--- src/rtl/spio_irq.sv ---
// spio_irq: board LED/button/switch controller on a Wishbone pipelined bus.
// Four word registers: CTRL (LED value, brightness, demo), INPUT (debounced
// buttons, synchronised switches), PEND (write-1-to-clear event latches),
// IEN (interrupt enables). o_int is the registered OR of PEND & IEN.
//
// Optional feature: define SPIO_PWM_EN to add global 8-bit PWM dimming of
// the LED outputs via CTRL[23:16]. Without it the brightness field reads 0.
//
// Ports:
//   i_clk, i_reset            clock, synchronous active-high reset
//   i_wb_cyc/stb/we/addr/data/sel  Wishbone request
//   o_wb_stall/ack/data       Wishbone response (stall tied low)
//   i_sw [NSW]                asynchronous switches
//   i_btn [NBTN]              asynchronous active-high buttons
//   o_led [NLEDS]             LED drive
//   o_int                     level interrupt, active-high
module spio_irq #(
  parameter int NLEDS       = 8,
  parameter int NBTN        = 5,
  parameter int NSW         = 4,
  parameter int DEBOUNCE_LG = 16,
  parameter int DEMO_LG     = 22
) (
  input  logic             i_clk,
  input  logic             i_reset,
  input  logic             i_wb_cyc,
  input  logic             i_wb_stb,
  input  logic             i_wb_we,
  input  logic [1:0]       i_wb_addr,
  input  logic [31:0]      i_wb_data,
  input  logic [3:0]       i_wb_sel,
  output logic             o_wb_stall,
  output logic             o_wb_ack,
  output logic [31:0]      o_wb_data,
  input  logic [NSW-1:0]   i_sw,
  input  logic [NBTN-1:0]  i_btn,
  output logic [NLEDS-1:0] o_led,
  output logic             o_int
);

  localparam int PW = (NLEDS > 1) ? $clog2(NLEDS) : 1;

  // Bits of PEND/IEN that correspond to real buttons and switches.
  function automatic logic [31:0] f_pin_mask();
    logic [31:0] m;
    m = 32'd0;
    for (int i = 0; i < 16; i++) begin
      m[i]      = (i < NBTN);
      m[16 + i] = (i < NSW);
    end
    return m;
  endfunction

  // Expand byte selects into a 32-bit write mask.
  function automatic logic [31:0] f_byte_mask(input logic [3:0] sel);
    return {{8{sel[3]}}, {8{sel[2]}}, {8{sel[1]}}, {8{sel[0]}}};
  endfunction

  localparam logic [31:0] PIN_MASK = f_pin_mask();

  // Registers
  logic                   r_ack;
  logic [31:0]            r_rdata;
  logic [NLEDS-1:0]       r_led_val;
  logic                   r_demo;
  logic [NSW-1:0]         r_sw_s1, r_sw_s2, r_sw_hist;
  logic [1:0]             r_sw_arm;
  logic [NBTN-1:0]        r_btn_s1, r_btn_s2, r_btn_samp, r_btn_deb;
  logic [DEBOUNCE_LG-1:0] r_dbc_cnt;
  logic [31:0]            r_pend, r_ien;
  logic                   r_int;
  logic [DEMO_LG-1:0]     r_demo_cnt;
  logic [PW-1:0]          r_pos;
  logic                   r_dir_dn;
  logic [NLEDS-1:0]       r_led;
`ifdef SPIO_PWM_EN
  logic [7:0]             r_bright;
  logic [7:0]             r_pwm_cnt;
`endif

  // Wires
  logic                   w_wr;
  logic [31:0]            w_bmask;
  logic                   w_wr_ctrl, w_wr_pend, w_wr_ien;
  logic [15:0]            w_led_ext;
  logic [7:0]             w_bright_rd;
  logic                   w_tick, w_demo_tick, w_gate;
  logic [NBTN-1:0]        w_agree, w_btn_deb_nxt, w_btn_press;
  logic [31:0]            w_set, w_pend_clr, w_rd;
  logic [NLEDS-1:0]       w_sweep, w_led_sel;

  assign w_wr        = i_wb_cyc & i_wb_stb & i_wb_we;
  assign w_bmask     = f_byte_mask(i_wb_sel);
  assign w_wr_ctrl   = w_wr & (i_wb_addr == 2'd0);
  assign w_wr_pend   = w_wr & (i_wb_addr == 2'd2);
  assign w_wr_ien    = w_wr & (i_wb_addr == 2'd3);
  assign w_led_ext   = 16'(r_led_val);
  assign w_tick      = (r_dbc_cnt == {DEBOUNCE_LG{1'b1}});
  assign w_demo_tick = (r_demo_cnt == {DEMO_LG{1'b1}});
  // A debounced bit only follows the sample when two consecutive ticks agree.
  assign w_agree       = ~(r_btn_s2 ^ r_btn_samp);
  assign w_btn_deb_nxt = w_tick ? ((r_btn_deb & ~w_agree) | (r_btn_s2 & w_agree)) : r_btn_deb;
  assign w_btn_press   = w_btn_deb_nxt & ~r_btn_deb;
  assign w_pend_clr    = w_wr_pend ? (i_wb_data & w_bmask) : 32'd0;
  assign w_led_sel     = r_demo ? w_sweep : r_led_val;

`ifdef SPIO_PWM_EN
  assign w_bright_rd = r_bright;
  assign w_gate      = (r_bright == 8'hFF) | (r_pwm_cnt < r_bright);
`else
  assign w_bright_rd = 8'd0;
  assign w_gate      = 1'b1;
`endif

  // Event vector in PEND layout; switch events held off while the sync chain fills.
  always_comb begin
    w_set = 32'd0;
    w_set[NBTN-1:0] = w_btn_press;
    if (r_sw_arm == 2'd3) begin
      w_set[16 +: NSW] = r_sw_s2 ^ r_sw_hist;
    end else begin
      w_set[16 +: NSW] = {NSW{1'b0}};
    end
  end

  // Register read mux.
  always_comb begin
    w_rd = 32'd0;
    case (i_wb_addr)
      2'd0:    w_rd = {r_demo, 7'd0, w_bright_rd, w_led_ext};
      2'd1:    w_rd = {16'(r_sw_s2), 16'(r_btn_deb)};
      2'd2:    w_rd = r_pend;
      2'd3:    w_rd = r_ien;
      default: w_rd = 32'd0;
    endcase
  end

  // One-hot decode of the demo sweep position.
  always_comb begin
    w_sweep = {NLEDS{1'b0}};
    for (int i = 0; i < NLEDS; i++) begin
      w_sweep[i] = (r_pos == PW'(i));
    end
  end

  // Bus response: every strobe acks next cycle with the pre-write register value.
  always_ff @(posedge i_clk) begin
    if (i_reset) begin
      r_ack   <= 1'b0;
      r_rdata <= 32'd0;
    end else begin
      r_ack <= i_wb_stb;
      if (i_wb_stb) begin
        r_rdata <= w_rd;
      end
    end
  end

  // CTRL register with per-byte writes.
  always_ff @(posedge i_clk) begin
    if (i_reset) begin
      r_led_val <= {NLEDS{1'b0}};
      r_demo    <= 1'b1;
    end else if (w_wr_ctrl) begin
      r_led_val <= (r_led_val & ~w_bmask[NLEDS-1:0]) | (i_wb_data[NLEDS-1:0] & w_bmask[NLEDS-1:0]);
      if (i_wb_sel[3]) begin
        r_demo <= i_wb_data[31];
      end
    end
  end

`ifdef SPIO_PWM_EN
  // Brightness register and free-running PWM counter.
  always_ff @(posedge i_clk) begin
    if (i_reset) begin
      r_bright  <= 8'hFF;
      r_pwm_cnt <= 8'd0;
    end else begin
      r_pwm_cnt <= r_pwm_cnt + 8'd1;
      if (w_wr_ctrl && i_wb_sel[2]) begin
        r_bright <= i_wb_data[23:16];
      end
    end
  end
`endif

  // Input synchronisers, switch history, and button debouncer.
  always_ff @(posedge i_clk) begin
    if (i_reset) begin
      r_sw_s1    <= {NSW{1'b0}};
      r_sw_s2    <= {NSW{1'b0}};
      r_sw_hist  <= {NSW{1'b0}};
      r_sw_arm   <= 2'd0;
      r_btn_s1   <= {NBTN{1'b0}};
      r_btn_s2   <= {NBTN{1'b0}};
      r_btn_samp <= {NBTN{1'b0}};
      r_btn_deb  <= {NBTN{1'b0}};
      r_dbc_cnt  <= {DEBOUNCE_LG{1'b0}};
    end else begin
      r_sw_s1   <= i_sw;
      r_sw_s2   <= r_sw_s1;
      r_sw_hist <= r_sw_s2;
      if (r_sw_arm != 2'd3) begin
        r_sw_arm <= r_sw_arm + 2'd1;
      end
      r_btn_s1  <= i_btn;
      r_btn_s2  <= r_btn_s1;
      r_dbc_cnt <= r_dbc_cnt + DEBOUNCE_LG'(1);
      if (w_tick) begin
        r_btn_samp <= r_btn_s2;
      end
      r_btn_deb <= w_btn_deb_nxt;
    end
  end

  // Pending/enable registers and interrupt; a same-cycle event beats a clear.
  always_ff @(posedge i_clk) begin
    if (i_reset) begin
      r_pend <= 32'd0;
      r_ien  <= 32'd0;
      r_int  <= 1'b0;
    end else begin
      r_pend <= ((r_pend & ~w_pend_clr) | w_set) & PIN_MASK;
      if (w_wr_ien) begin
        r_ien <= ((r_ien & ~w_bmask) | (i_wb_data & w_bmask)) & PIN_MASK;
      end
      r_int <= |(r_pend & r_ien);
    end
  end

  // Demo sweep: bounce between LED 0 and LED NLEDS-1, one step per prescaler wrap.
  always_ff @(posedge i_clk) begin
    if (i_reset) begin
      r_demo_cnt <= {DEMO_LG{1'b0}};
      r_pos      <= {PW{1'b0}};
      r_dir_dn   <= 1'b0;
    end else begin
      r_demo_cnt <= r_demo_cnt + DEMO_LG'(1);
      if (w_demo_tick) begin
        if (NLEDS == 1) begin
          r_pos    <= {PW{1'b0}};
          r_dir_dn <= 1'b0;
        end else if (!r_dir_dn) begin
          if (r_pos == PW'(NLEDS - 1)) begin
            r_dir_dn <= 1'b1;
            r_pos    <= r_pos - PW'(1);
          end else begin
            r_pos <= r_pos + PW'(1);
          end
        end else begin
          if (r_pos == PW'(0)) begin
            r_dir_dn <= 1'b0;
            r_pos    <= r_pos + PW'(1);
          end else begin
            r_pos <= r_pos - PW'(1);
          end
        end
      end
    end
  end

  // Registered LED drive.
  always_ff @(posedge i_clk) begin
    if (i_reset) begin
      r_led <= {NLEDS{1'b0}};
    end else begin
      r_led <= w_led_sel & {NLEDS{w_gate}};
    end
  end

  assign o_wb_stall = 1'b0;
  assign o_wb_ack   = r_ack;
  assign o_wb_data  = r_rdata;
  assign o_led      = r_led;
  assign o_int      = r_int;

endmodule
--- config.mk ---
export PLATFORM = sky130hd
export DESIGN_NAME = spio_irq
export DESIGN_NICKNAME = d
export VERILOG_FILES = /design/src/rtl/spio_irq.sv
export SDC_FILE = /design/constraint.sdc
export NUM_CORES = 1
export LEC_CHECK = 0
export BUFFER_PORTS_ARGS = -buffer_cell sky130_fd_sc_hd__clkbuf_2
export CORE_MARGIN = 5
export CORE_UTILIZATION = 55
export DETAILED_ROUTE_END_ITERATION = 8
export PLACE_DENSITY = 0.76
export SKIP_CTS_REPAIR_TIMING = 1
export SLEW_MARGIN = 5
export SYNTH_ARGS = -nofsm -noshare
export SYNTH_HDL_FRONTEND = slang
export SYNTH_SLANG_ARGS = --single-unit
--- constraint.sdc ---
create_clock -name i_clk -period 2.16 [get_ports i_clk]
set_input_delay 0.108 -clock i_clk [delete_from_list [all_inputs] [get_ports i_clk]]
set_output_delay 0.108 -clock i_clk [all_outputs]
set_load 0.03 [all_outputs]
Yosys cells after proc, flatten, opt, wreduce, memory -nomap -nowiden
Cells that the tools add are included.
Storage, ports and cells
  register bits after elaboration: 145
  word-level logic and storage cells: 80
  output and inout port bits: 43
  bits of input ports: 52
Operators by class
  reduce and logical (&&, ||, !) cells: 4
  muxes and demuxes: 11
  equality and inequality tests: 14
  bitwise logic cells: 26
  $add $sub $neg: 5
Operator list (count)
  32-bit one-hot mux with 4 select lines: 1
  20-bit bitwise AND: 4
  20-bit inverter: 2
  20-bit bitwise OR: 2
  32-bit OR reduction: 1
  22-bit by 1-bit adder with 22-bit output (second input constant): 1
  22-bit equality test (second input constant): 1
  20-bit 2-to-1 mux: 1
  16-bit by 1-bit adder with 16-bit output (second input constant): 1
  8-bit bitwise AND: 2
  16-bit equality test (second input constant): 1
  5-bit bitwise AND: 3
  5-bit inverter: 3
  3-bit equality test (second input constant): 4
  3-bit 2-to-1 mux: 3
  8-bit 2-to-1 mux: 1
  8-bit inverter: 1
  8-bit bitwise OR: 1
  2-bit equality test (second input constant): 3
  3-bit by 2-bit equality test with 1-bit output (second input constant): 2
  1-bit bitwise AND: 5
  5-bit 2-to-1 mux: 1
  5-bit bitwise OR: 1
  5-bit XOR: 1
  12 further kinds: 14

Logic depth before layout (Yosys ltp)
  depth in word-level cells: 8
  gate-level depth with buffers: 7
  depth with buffers taken out: 6

Least setup slack after synthesis
Ideal clock, no wire load.
  path kind: reg2reg
  from: register r_dbc_cnt[0]
  to: register r_btn_deb[0]
  arrival time: 1.569 ns
  clock period less this slack: 1.702 ns
  slack: 0.458 ns
  buffers on the path: 1
  stages on the path, launching flop included: 7
  setup time: 0.133 ns
  data required time: 2.027 ns
  cells stage by stage: dfxtp_1 ha_1 nand3_2 or4_1 clkbuf_1 nand2_1 a31oi_1
Between the ends
  word-level cells in the longest chain between the ends: 2
RTL lines
  start, declared: line 69  | logic [DEBOUNCE_LG-1:0] r_dbc_cnt;
  start signal, assigned: line 198  | r_dbc_cnt <= {DEBOUNCE_LG{1'b0}};
  start signal, assigned: line 208  | r_dbc_cnt <= r_dbc_cnt + DEBOUNCE_LG'(1);
  16-bit equality test: line 98  | assign w_tick = (r_dbc_cnt == {DEBOUNCE_LG{1'b1}});
  5-bit 2-to-1 mux: line 102  | assign w_btn_deb_nxt = w_tick ? ((r_btn_deb & ~w_agree) | (r_btn_s2 & w_agree)) : r_btn_deb;
  end signal, assigned: line 197  | r_btn_deb <= {NBTN{1'b0}};
  end signal, assigned: line 212  | r_btn_deb <= w_btn_deb_nxt;
  end, declared: line 68  | logic [NBTN-1:0] r_btn_s1, r_btn_s2, r_btn_samp, r_btn_deb;
Every way passes these cells.
A chain may end at the register's enable or synchronous reset.

Worst setup path in the final report
  from: register r_pos[0]
  to: register r_pos[2]
Between the ends
  word-level cells in the longest chain between the ends: 3
  elaborated cells between the ends (all ways): 7
  those cells by class: 2 x add/sub; 1 x eq/ne; 3 x mux; 1 x reduce/logical
RTL lines
  start, declared: line 73  | logic [PW-1:0] r_pos;
  start signal, assigned: line 235  | r_pos <= {PW{1'b0}};
  start signal, assigned: line 241  | r_pos <= {PW{1'b0}};
  start signal, assigned: line 246  | r_pos <= r_pos - PW'(1);
  3-bit by 1-bit adder with 3-bit output, or another cell as far along: line 248, 253
  3-bit 2-to-1 mux, on equally long branches: line 244, 251
  3-bit 2-to-1 mux *: line 243  | end else if (!r_dir_dn) begin
Every way passes the cells marked *; elsewhere a longest branch is shown, timed or not.

==> impl_metrics.py <==
metrics = {
    "status": {
        "status": "complete, no violations",
    },
    "logic_synthesis": {
        "ys_seq_area_share_pct": 47.31,
        "synth_edf_count": 0,
        "synthTopCellsByArea": "dfxtp_1, mux2i_1, nor2_1, a21oi_1, nor2b_1",
        "synth.most_common_cell": "dfxtp_1",
        "yosys_register_bits": 126,
        "synthCells": 568,
        "synthArstFlopShare_pct": 0,
        "synth_area_sq_um": 5331,
        "synth.avg_cell_area_sq_um": 9.386,
        "synthFlopType": "dfxtp_1",
        "synth_top_cells_by_count": "dfxtp_1, nor2_1, a21oi_1, nand2_1, nor2b_1",
        "netlist.area_leader.share_pct": 47.31,
        "synth_warnings": 0,
        "synth_area_leader_cell": "dfxtp_1",
        "synthDistinctLibCells": 50,
    },
    "hold_path": {
        "min_path_type": "in2reg",
    },
    "grt": {
        "grt_max_degree": 58,
        "grt_overflow_total": 0,
        "grt_pass1_wl_um": 18300,
        "antenna_found_initial": 0,
        "grt_pass1_vias": 3971,
        "globalRouteTotalUtil_pct": 19.77,
    },
    "critical_path": {
        "end_kind": "register",
        "critPathArrivalTime_ps": 2290,
        "worst_ep_required_time_ps": 2570,
        "critPathMaxFanout": 4,
        "reg2reg_slack_ps": 280,
        "startpoint_type": "register",
        "critPathMaxStageDelay_ps": 390,
        "path_class": "reg2reg",
        "cp_cell_sequence": "inv_1 > ha_1 > and3b_1 > nor2_1 > mux2_2 > o41ai_1",
        "cp_slowest_cell": "dfxtp_1",
    },
    "detailed_routing": {
        "via_per_inst": 5.282,
        "route.met3.wl_um": 499,
        "drcViolationCount": 0,
        "drtIter0Drc": 220,
        "wl_um": 11410,
        "vias": 4157,
        "drt_first_pass_iters": 4,
        "wl_met2_um": 5990,
        "drtAntennaViolNets": 0,
        "drt-wirelength-per-cell_um": 14.50,
        "highest_layer": "met4",
        "m1WireLength_um": 4733,
    },
    "final_layout": {
        "nFillCells": 743,
        "nNetsFinal": 704,
        "syn_to_final_growth_pct": 20.63,
        "num_antenna_cells": 0,
        "final_area_sq_um": 6431,
        "layout-drive-gt1-share_pct": 16.67,
        "final_core_util_pct": 67.03,
    },
    "placed_design": {
        "gp_congestion": 0.8214,
        "port_buffers": 54,
        "place_hpwl_um": 7608,
        "placed_cell_area_sq_um": 5627,
        "pre_cts_ws_ps": 268.4,
    },
    "run": {
        "drv_cap": 0,
    },
    "timing": {
        "drv_slew": 0,
        "setup_viol": 0,
        "maxSlewHeadroom_pct": 55.34,
        "fin_crit_sh_pct": 87.14,
        "finalHoldViolCount": 0,
        "setup-tns-final_ps": 0,
        "worstMarginPinSlew_ps": 663.8,
        "final.setup.worst_slack_ps": 277.7,
        "fmax_mhz": 531.3,
        "rsz0062_at_grt": "no",
        "clock_skew_ps": 5.325,
        "finalCriticalPeriod_ps": 1882,
    },
    "clock_network": {
        "cts_tree": "yes",
        "worstSkewPairLatency_ps": 520,
        "cts_buffer_depth": 2,
        "cts_root_buf": "clkbuf_8",
        "cts_made_buffers": 17,
        "clock-sinks": 126,
        "htree_levels": 4,
        "cts.clk_slew.worst_paths_ps": 60,
    },
    "power_and_ir_drop": {
        "totalPowerFinal_mw": 5.468,
        "power_density_nw_per_um2": 850.3,
        "p_leak_nw": 2.644,
        "irDropWorstVdd_mv": 0.6017,
    },
    "floorplan": {
        "initial_core_util_pct": 55.57,
        "fp.dieH_um": 108.5,
        "die_area_sq_um": 11760,
        "rows": 36,
        "ios": 95,
        "coreArea_sq_um": 9594,
        "die_w_um": 108.5,
    },
}
==> layout make-up <==
class	count	area (sq um)	share of cell area [%]
Multi-Input combinational cell	393	2521	39.20
Inverter	19	71.32	1.109
Clock buffer	19	431.7	6.712
Tap cell	133	166.4	2.588
Clock inverter	12	142.6	2.218
Sequential cell	126	2522	39.22
Timing Repair Buffer	85	575.6	8.949
==> worst paths after layout <==
| kind | start | end | cells past startpoint |
|---|---|---|---|
| worst min register to register | r_btn_s1[2] | r_btn_s2[2] | 1 |
| worst min-delay path | i_wb_stb | o_wb_data[5] | 3 |
| worst max register to register | r_pos[0] | r_pos[2] | 6 |
| worst max-delay path | r_pos[0] | r_pos[2] | 6 |
==> where the power goes <==
part	switching (mW)	leakage [nW]	internal (mW)	total (mW)
combinational	0.178	1.33	0.113	0.291
sequential	0.0294	1.02	2.37	2.40
clock	1.00	0.292	1.77	2.77
total	1.21	2.64	4.26	5.47
==> stage by stage <==
| step | hold slack (ps) | instances |
|---|---|---|
| after floorplan | 232.9 | 587 |
| after global placement | 314.3 | 733 |
| after detailed placement | 322.1 | 733 |
| after CTS | -218.5 | 764 |
| after global routing | 7.897 | 787 |
| final | 3.111 | 787 |
==> layer usage <==
metal	global-route usage, %	vias to the layer above
li1	-	2091
met1	22.89	1957
met2	34.69	89
met3	6.507	20
met4	5.861	0
met5	0	-
==> kinds of logic (layout without fill, tap and decap cells) <==
group | Yosys count | after routing | synth area share [%]
other cells | 1 | 20 | 0.07034
flops | 126 | 126 | 47.31
compound gates | 90 | 90 | 9.787
fa+ha+maj | 10 | 10 | 2.347
buf+inv | 68 | 135 | 6.735
mux | 36 | 36 | 8.050
simple gates | 210 | 210 | 21.26
xor+xnor | 27 | 27 | 4.436
==> worst max-delay path, delay by kind of cell (launching register included) <==
family / cells / cell delay, ps
buffers and inverters: 1 / 110
AO/OA/AOI/OAI: 1 / 260
multiplexers: 1 / 370
AND/OR/NAND/NOR: 2 / 390
adder cells (fa/ha/maj): 1 / 240
flip-flops: 1 / 390
==> placed cells by master (no fill, tap or decap), drive strengths merged, types with 10 or more instances in the layout <==
cell type	synthesis	layout
a21oi	39	39
clkbuf	17	72
conb	1	20
dfxtp	126	126
dlygate4sd3	0	23
ha	10	10
inv	19	21
mux2i	26	26
nand2	31	31
nand3	30	30
nand4	11	11
nor2	59	59
nor2b	29	29
o21ai	23	23
xnor2	13	13
xor2	14	14
Power figures use the tool's default switching activity.
